File: src/rtl/mw_add_seq.sv
// ---------------------------------------------------------------------------
// mw_add_seq
//
// Multi-word add/subtract sequencer. Two WORDS x 8-bit operands are accepted
// over a valid/ready handshake and summed one byte per cycle, LSB byte first.
// Each byte goes through a single 8-bit carry-lookahead slice, and the carry
// is registered between bytes. The full-width result and carry-out are then
// presented on a valid/ready output handshake.
//
// Optional feature (macro MWADD_OVF_EN):
//   When defined, adds output port ovf, the signed two's-complement overflow
//   of the full-width operation. It is captured together with c_out.
//   When undefined, the port and its logic are absent.
//
// Parameters:
//   WORDS      bytes per operand (2..16); operand width W = 8*WORDS
//
// Ports:
//   clk        clock, all state updates on the rising edge
//   rst_n      synchronous active-low reset
//   in_valid   operand set valid
//   in_ready   block can accept an operand set (registered)
//   op_a       operand A (W bits)
//   op_b       operand B (W bits)
//   sub        0: A+B+c_in, 1: A-B (B inverted, carry-in forced to 1)
//   c_in       carry-in, add mode only
//   out_valid  result valid (registered)
//   out_ready  downstream accepts result
//   sum        result (W bits), held stable while waiting for out_ready
//   c_out      carry out of MSB byte; in subtract mode 1 = no borrow
//   busy       high while running or holding a result
//   ovf        signed overflow (only with MWADD_OVF_EN)
// ---------------------------------------------------------------------------
module mw_add_seq #(
  parameter int WORDS = 4
) (
  input  logic               clk,
  input  logic               rst_n,
  input  logic               in_valid,
  output logic               in_ready,
  input  logic [8*WORDS-1:0] op_a,
  input  logic [8*WORDS-1:0] op_b,
  input  logic               sub,
  input  logic               c_in,
  output logic               out_valid,
  input  logic               out_ready,
  output logic [8*WORDS-1:0] sum,
  output logic               c_out,
  output logic               busy
`ifdef MWADD_OVF_EN
  ,
  output logic               ovf
`endif
);

  localparam int W    = 8 * WORDS;
  localparam int IDXW = (WORDS > 1) ? $clog2(WORDS) : 1;
  localparam logic [IDXW-1:0] LAST_IDX = IDXW'(WORDS - 1);

  typedef enum logic [1:0] {
    IDLE,
    RUN,
    DONE
  } state_t;

  state_t          state_q;
  logic [IDXW-1:0] idx_q;
  logic [W-1:0]    a_q;
  logic [W-1:0]    b_q;
  logic            carry_q;
  logic [W-1:0]    sum_q;
  logic            cout_q;
  logic            in_ready_q;
  logic            out_valid_q;
  logic            busy_q;

  logic [7:0]      aByte;
  logic [7:0]      bByte;
  logic [7:0]      gen;
  logic [7:0]      prop;
  logic [8:0]      carryVec;
  logic            lookRun;
  logic [7:0]      sumByte_d;
  logic            carry_d;
`ifdef MWADD_OVF_EN
  logic            ovf_q;
  logic            ovf_d;
`endif

  // The byte slice. Every internal carry is formed in lookahead form, as the
  // OR of each lower generate term ANDed with the propagates above it, plus
  // the registered carry ANDed with every propagate below the bit. The slice
  // reads the byte selected by idx_q; its result only matters during RUN.
  always_comb begin
    aByte       = a_q[8*idx_q +: 8];
    bByte       = b_q[8*idx_q +: 8];
    gen         = aByte & bByte;
    prop        = aByte ^ bByte;
    carryVec    = '0;
    carryVec[0] = carry_q;
    lookRun     = 1'b0;
    for (int i = 0; i < 8; i++) begin
      carryVec[i+1] = gen[i];
      lookRun       = prop[i];
      for (int j = i - 1; j >= 0; j--) begin
        carryVec[i+1] = carryVec[i+1] | (lookRun & gen[j]);
        lookRun       = lookRun & prop[j];
      end
      carryVec[i+1] = carryVec[i+1] | (lookRun & carry_q);
    end
    sumByte_d = prop ^ carryVec[7:0];
    carry_d   = carryVec[8];
`ifdef MWADD_OVF_EN
    // On the last byte, the carries into and out of bit 7 are the carries
    // into and out of the full-width MSB.
    ovf_d     = carryVec[7] ^ carryVec[8];
`endif
  end

  // Sequencer FSM. Every handshake output is a register, so nothing passes
  // combinationally from the inputs to the outputs. As a result, in_ready
  // rises only in the cycle after the result is taken. Subtraction is handled
  // at capture time: B is stored inverted and the carry is preset to 1, so the
  // RUN loop only ever adds.
  always_ff @(posedge clk) begin
    if (!rst_n) begin
      state_q     <= IDLE;
      idx_q       <= '0;
      a_q         <= '0;
      b_q         <= '0;
      carry_q     <= 1'b0;
      sum_q       <= '0;
      cout_q      <= 1'b0;
      in_ready_q  <= 1'b1;
      out_valid_q <= 1'b0;
      busy_q      <= 1'b0;
`ifdef MWADD_OVF_EN
      ovf_q       <= 1'b0;
`endif
    end else begin
      case (state_q)
        IDLE: begin
          if (in_valid && in_ready_q) begin
            a_q        <= op_a;
            b_q        <= sub ? ~op_b : op_b;
            carry_q    <= sub ? 1'b1 : c_in;
            idx_q      <= '0;
            in_ready_q <= 1'b0;
            busy_q     <= 1'b1;
            state_q    <= RUN;
          end
        end
        RUN: begin
          sum_q[8*idx_q +: 8] <= sumByte_d;
          carry_q             <= carry_d;
          idx_q               <= idx_q + 1'b1;
          if (idx_q == LAST_IDX) begin
            cout_q      <= carry_d;
`ifdef MWADD_OVF_EN
            ovf_q       <= ovf_d;
`endif
            out_valid_q <= 1'b1;
            state_q     <= DONE;
          end
        end
        DONE: begin
          if (out_ready) begin
            out_valid_q <= 1'b0;
            in_ready_q  <= 1'b1;
            busy_q      <= 1'b0;
            state_q     <= IDLE;
          end
        end
        default: begin
          state_q     <= IDLE;
          in_ready_q  <= 1'b1;
          out_valid_q <= 1'b0;
          busy_q      <= 1'b0;
        end
      endcase
    end
  end

  assign in_ready  = in_ready_q;
  assign out_valid = out_valid_q;
  assign sum       = sum_q;
  assign c_out     = cout_q;
  assign busy      = busy_q;
`ifdef MWADD_OVF_EN
  assign ovf       = ovf_q;
`endif

endmodule

File: config.mk
export PLATFORM = sky130hd
export DESIGN_NAME = mw_add_seq
export DESIGN_NICKNAME = d
export VERILOG_FILES = /design/src/rtl/mw_add_seq.sv
export SDC_FILE = /design/constraint.sdc
export NUM_CORES = 1
export LEC_CHECK = 0
export ABC_AREA = 1
export CORE_UTILIZATION = 55
export CTS_BUF_LIST = sky130_fd_sc_hd__clkbuf_16
export CTS_CLUSTER_SIZE = 12
export DETAILED_ROUTE_END_ITERATION = 16
export PLACE_DENSITY_LB_ADDON = 0.3
export SYNTH_ARGS = -nofsm -noshare
export SYNTH_HDL_FRONTEND = slang
export SYNTH_SLANG_ARGS = --single-unit
File: constraint.sdc
create_clock -name clk -period 5.67 [get_ports clk]
set_input_delay 0.8505 -clock clk [delete_from_list [all_inputs] [get_ports clk]]
set_output_delay 0.8505 -clock clk [all_outputs]
set_load 0.02 [all_outputs]
**After elaboration in Yosys (flattened, before gate mapping)**

Index checks and enable logic that the tools add are counted.

- Bits in registers: 105
- Bits of input ports: 70
- Output and inout port bits: 36

- Add/subtract/negate cells: 2
- Equal/unequal tests: 6
- Shift-type cells: 4
- Multiplexer cells: 19
- Bitwise logic cells: 106
- Reduce and logical (&&, ||, !) cells: 9

Operators with widths:

| kind | number |
|---|---|
| $and 1x1->1 | 64 |
| $shiftx 32x6->8 | 2 |
| $or 1x1->1 | 36 |
| $neg 5->34 | 1 |
| $shift 8x34->32 const A | 1 |
| $shiftx 8x34->32 | 1 |
| $bwmux 32 | 1 |
| $mux 32 | 1 |
| $not 32->32 | 1 |
| $xor 8x8->8 | 2 |
| $pmux 1 s3 | 3 |
| $reduce_and 3->1 | 3 |
| $and 8x8->8 | 1 |
| $mux 2 | 4 |
| $mux 1 | 7 |
| $ne 2x2->1 const B | 3 |
| $pmux 2 s3 | 1 |
| $reduce_and 2->1 | 3 |
| $eq 2x2->1 const B | 2 |
| $pmux 2 s2 | 1 |
| $add 2x1->2 const B | 1 |
| $eq 2x1->1 const B | 1 |
| $logic_not 2->1 | 1 |
| $not 1->1 | 2 |
| 3 further kinds | 3 |

**Depth between registers and ports, before layout**

- Word-level depth: 13
- Gate-level depth with buffers: 15
- Mapped depth without buffers: 14

**Least setup slack after synthesis**

Ideal clock, no wire load.

- Path type: register to register
- Start: reg idx_q[0]
- End: reg sum_q[21] (netlist: sum[21])
- Data arrival time: 2.248 ns
- Setup slack: 3.289 ns
- Cell stages (with the launch flop): 15
- Period minus slack after synthesis: 2.381 ns
- Path through: dfxtp_1 -> buf_2 -> clkbuf_1 -> nor2_1 -> o22ai_1 -> ha_1 -> nor2_1 -> inv_2 -> nand3_1 -> nand2_1 -> or2_1 -> nand2_1 -> inv_1 -> nand3_1 -> a21oi_1

- Longest elaborated chain between the ends: 13

Ends and longest elaborated chain:

| item | RTL line | RTL |
|---|---|---|
| start, declared | 67 | `logic [IDXW-1:0] idx_q;` |
| start signal, assigned | 156 | `idx_q <= idx_q + 1'b1;` |
| $shiftx 32x6->8, on equally long branches | 95, 96 |  |
| $xor 8x8->8 or $and 8x8->8 (tied branches) | 98, 97 |  |
| $and 1x1->1, on equally long branches | 106, 107 |  |
| $or 1x1->1, or another cell as far along (5 in a row) | 106 | `carryVec[i+1] = carryVec[i+1] \| (lookRun & gen[j]);` |
| $or 1x1->1 or $and 1x1->1 (tied branches) | 106, 109 |  |
| $or 1x1->1 | 109 | `carryVec[i+1] = carryVec[i+1] \| (lookRun & carry_q);` |
| $xor 8x8->8 | 111 | `sumByte_d = prop ^ carryVec[7:0];` |
| $shiftx 8x34->32 | 154 | `sum_q[8*idx_q +: 8] <= sumByte_d;` |
| $bwmux 32 (*) | 154 |  |
| end signal, assigned by index | 154 |  |
| end, declared | 71 | `logic [W-1:0] sum_q;` |

Every way passes the cells marked *; elsewhere a longest branch is shown, timed or not.
A chain may end at the register's enable or synchronous reset.

**Worst setup path after layout**

- Start: in in_valid
- End: reg b_q[4]

- Longest elaborated chain between the ends: 2

Ends and longest elaborated chain:

| item | RTL line | RTL |
|---|---|---|
| start, declared | 39 | `input logic in_valid,` |
| $logic_and 1x1->1 | 143 | `if (in_valid && in_ready_q) begin` |
| $reduce_and 2->1 (no line) | n/a |  |
| end signal, assigned | 145 | `b_q <= sub ? ~op_b : op_b;` |
| end, declared | 69 | `logic [W-1:0] b_q;` |

No other way between the ends.

==> run summary <==
Synth-to-Final Area Change: 26.2%
clock root buffer: clkbuf_16
CTS tree: built
# DRC: 0
Post-Layout Inst Area: 6270 um^2
vias in the first global route: 4,367
crit-path cells: clkdlybuf4s50_1 -> nand3_2 -> inv_2 -> buf_4 -> nor2_1 -> a211oi_1
Clock Sinks: 105
largest net degree at the start of global routing: 72
critical path fanouts, max: 55
FF+latch area: 2100 um^2
via count: 4,568
Hold Buf Count CTS: 0
global-route wire length before repair: 19,700 um
max_slew headroom: 0.223
cts bufs inserted: 9
clk_lat worst skew: 0.34 ns
endpoints failing setup: 0
clk_skew: 0.00761 ns
ANT nets after route: 0
DRT Pass-1 Iters: 5
crit path DAT: 3.41 ns
largest delay contributor family on the critical path: buffers and inverters
Vert. Die Dim: 97.0 um
MaxCap Viol Count: 0
Multi-input gate area: 2570 um^2
Final TNS setup: 0 ns
die area: 9420 um^2
initial antenna violation count: 0
GRT Total Usage: 0.253
routed len/inst: 13.7 um
max-slew violations: 0
WP data required: 5.89 ns
RePlAce Congestion: 0.839
RSZ-0062 raised after global routing: no
cells after synthesis: 653
Pleak: 2.38 nW
cell area after placement: 5990 um^2
total power: 1.90 mW
share of layout cells above drive strength 1: 0.0516
Synth Net Count: 739
Final HPWL DP: 8250 um
syn avg cell area: 7.61 um^2
CP max stage delay: 0.83 ns
NumNets Final: 820
initial core utilization: 0.570
status: complete, no violations
pwr dens: 303 nW/um^2
vias per cell: 5.41
Seq/Total Area, Yosys: 0.423
clk buf depth: 2
YS warnings: 0
Fin. Hold Viols: 0
Cells after DPL: 831
fin crit period: 3.19 ns
dominant cells by area after synthesis: dfxtp_1, nor2_1, o21ai_0
Crit-path slowest cell: inv_2
Yosys reg bits: 105
Core Area: 8720 um^2
# rows: 34
io pins: 106
CP Capture Type: flip-flop
synthesized cell area: 4970 um^2
non-filler cells, final: 845
htree depth: 3
cell taking the most area after synthesis: dfxtp_1
Highest Clock Rate: 314 MHz
Iter 0 DRT Violations: 276
crit path launch type: input pin
CP Buf/Inv Count: 3
clock-pin slew on the worst setup and hold paths: 0.06 ns
Buffers on Ports: 105
Final Cycle Share: 0.563
fill count: 697
Yosys top cell area share: 0.423
Unique masters post-synth: 36
Hold Crit Class: flip-flop to flip-flop
Post-CTS Setup Inserts: 0
Post-Route WL: 11,500 um
Slew @ Worst Pin: 1.17 ns
die width: 97.0 um
GR Overflow Total: 0
Setup CP Type: input pin to flip-flop
R2R Setup Slk: 2.53 ns
post-cts sizing count: 0
antenna cell count: 0
Worst VDD drop: 142 uV
## cells by family after synthesis
family,Yosys count,share of synthesized area
simple gates,269,0.230
compound gates,159,0.185
flops,105,0.423
buf+inv,70,0.0600
xor+xnor,34,0.0600
fa+ha+maj,16,0.0418
## registers in the layout, indices dropped and copies added, names as in the netlist
name,cells
carry_q,1
b_q,32
in_ready,1
c_out,1
a_q,32
busy,1
idx_q,2
sum,32
out_valid,1
state_q,2
## synthesized netlist by cell type (all sizes together)
master  count
a211oi     34
a21oi      36
a22oi       3
a31oi       1
buf        17
clkbuf     21
dfxtp     105
fa          1
ha         15
inv        32
nand2      86
nand3      23
nand3b      1
nand4       6
nor2      147
nor3        4
nor4        1
o21a        1
o21ai      68
o22ai      16
or2         1
xnor2      33
xor2        1
## final cells by class
cell class,count,area share
sequential,105,0.335
clock inverter,5,0.00798
timing repair buffer,108,0.170
inverter,32,0.0192
clock buffer,9,0.0359
tap,108,0.0216
multi-input combinational,478,0.410
## report_power, final
part           internal, mW  total, mW  switching, mW  leakage, nW
registers             0.796      0.829         0.0327        0.861
clock network         0.333      0.587          0.253        0.136
logic                 0.189      0.483          0.294         1.39
total                  1.32       1.90          0.580         2.38
## path summary, 6_finish.rpt
path	from	end	cells after the start
min	out_valid$_SDFFE_PN0P_	out_valid$_SDFFE_PN0P_	2
max reg2reg	idx_q[1]$_SDFFE_PN0P_	sum[31]$_SDFFE_PN0P_	14
max	in_valid	b_q[4]$_SDFFE_PN0P_	6
min reg2reg	out_valid$_SDFFE_PN0P_	out_valid$_SDFFE_PN0P_	2
## through the flow
step | hold WS (ns) | util | setup slack (ns)
3_5_place_dp | 0.452 | 0.687 | 2.20
5_1_grt | 0.479 | 0.719 | 2.11
4_1_cts | 0.461 | 0.719 | 2.49
6_report | 0.456 | 0.719 | 2.48
2_1_floorplan | 0.450 | - | 3.29
3_3_place_gp | 0.445 | 0.687 | 2.36
## layout by cell type, fill, tap and decap left out, types with 2 or more instances in the layout
cell type          n
a211oi_1          33
a21oi_1           35
a22oi_1            3
buf_4              3
clkbuf_16          9
clkdlybuf4s50_1  104
dfxtp_1          105
ha_1              15
inv_1             27
inv_2              6
nand2_1           82
nand2_2            3
nand3_1           22
nand4_1            6
nor2_1           141
nor2_2             5
nor3_1             2
nor3_2             2
o21ai_0           67
o22ai_1           16
xnor2_1           33
## layer usage
layer | routed length, um | vias to the layer above | track usage | part of all wire
met5 | 0 | - | 0 | 0
met4 | 303 | 0 | 0.110 | 0.026
met3 | 583 | 25 | 0.0347 | 0.051
met2 | 5540 | 144 | 0.421 | 0.48
met1 | 5100 | 2063 | 0.327 | 0.44
li1 | - | 2336 | - | -
## worst reg2reg max path, stage by stage (launching register included)
cell and delay [ns]:
dfxtp_1 0.75, inv_1 0.51, o21ai_0 0.22, o22ai_1 0.16
ha_1 0.36, inv_1 0.08, nor2_1 0.14, nand3_1 0.13
nand2_1 0.08, nand2_1 0.05, nand3_1 0.11, nand2_1 0.09
nor2_2 0.16, nand3_1 0.09, a21oi_1 0.14
Power figures use the tool's default switching activity.
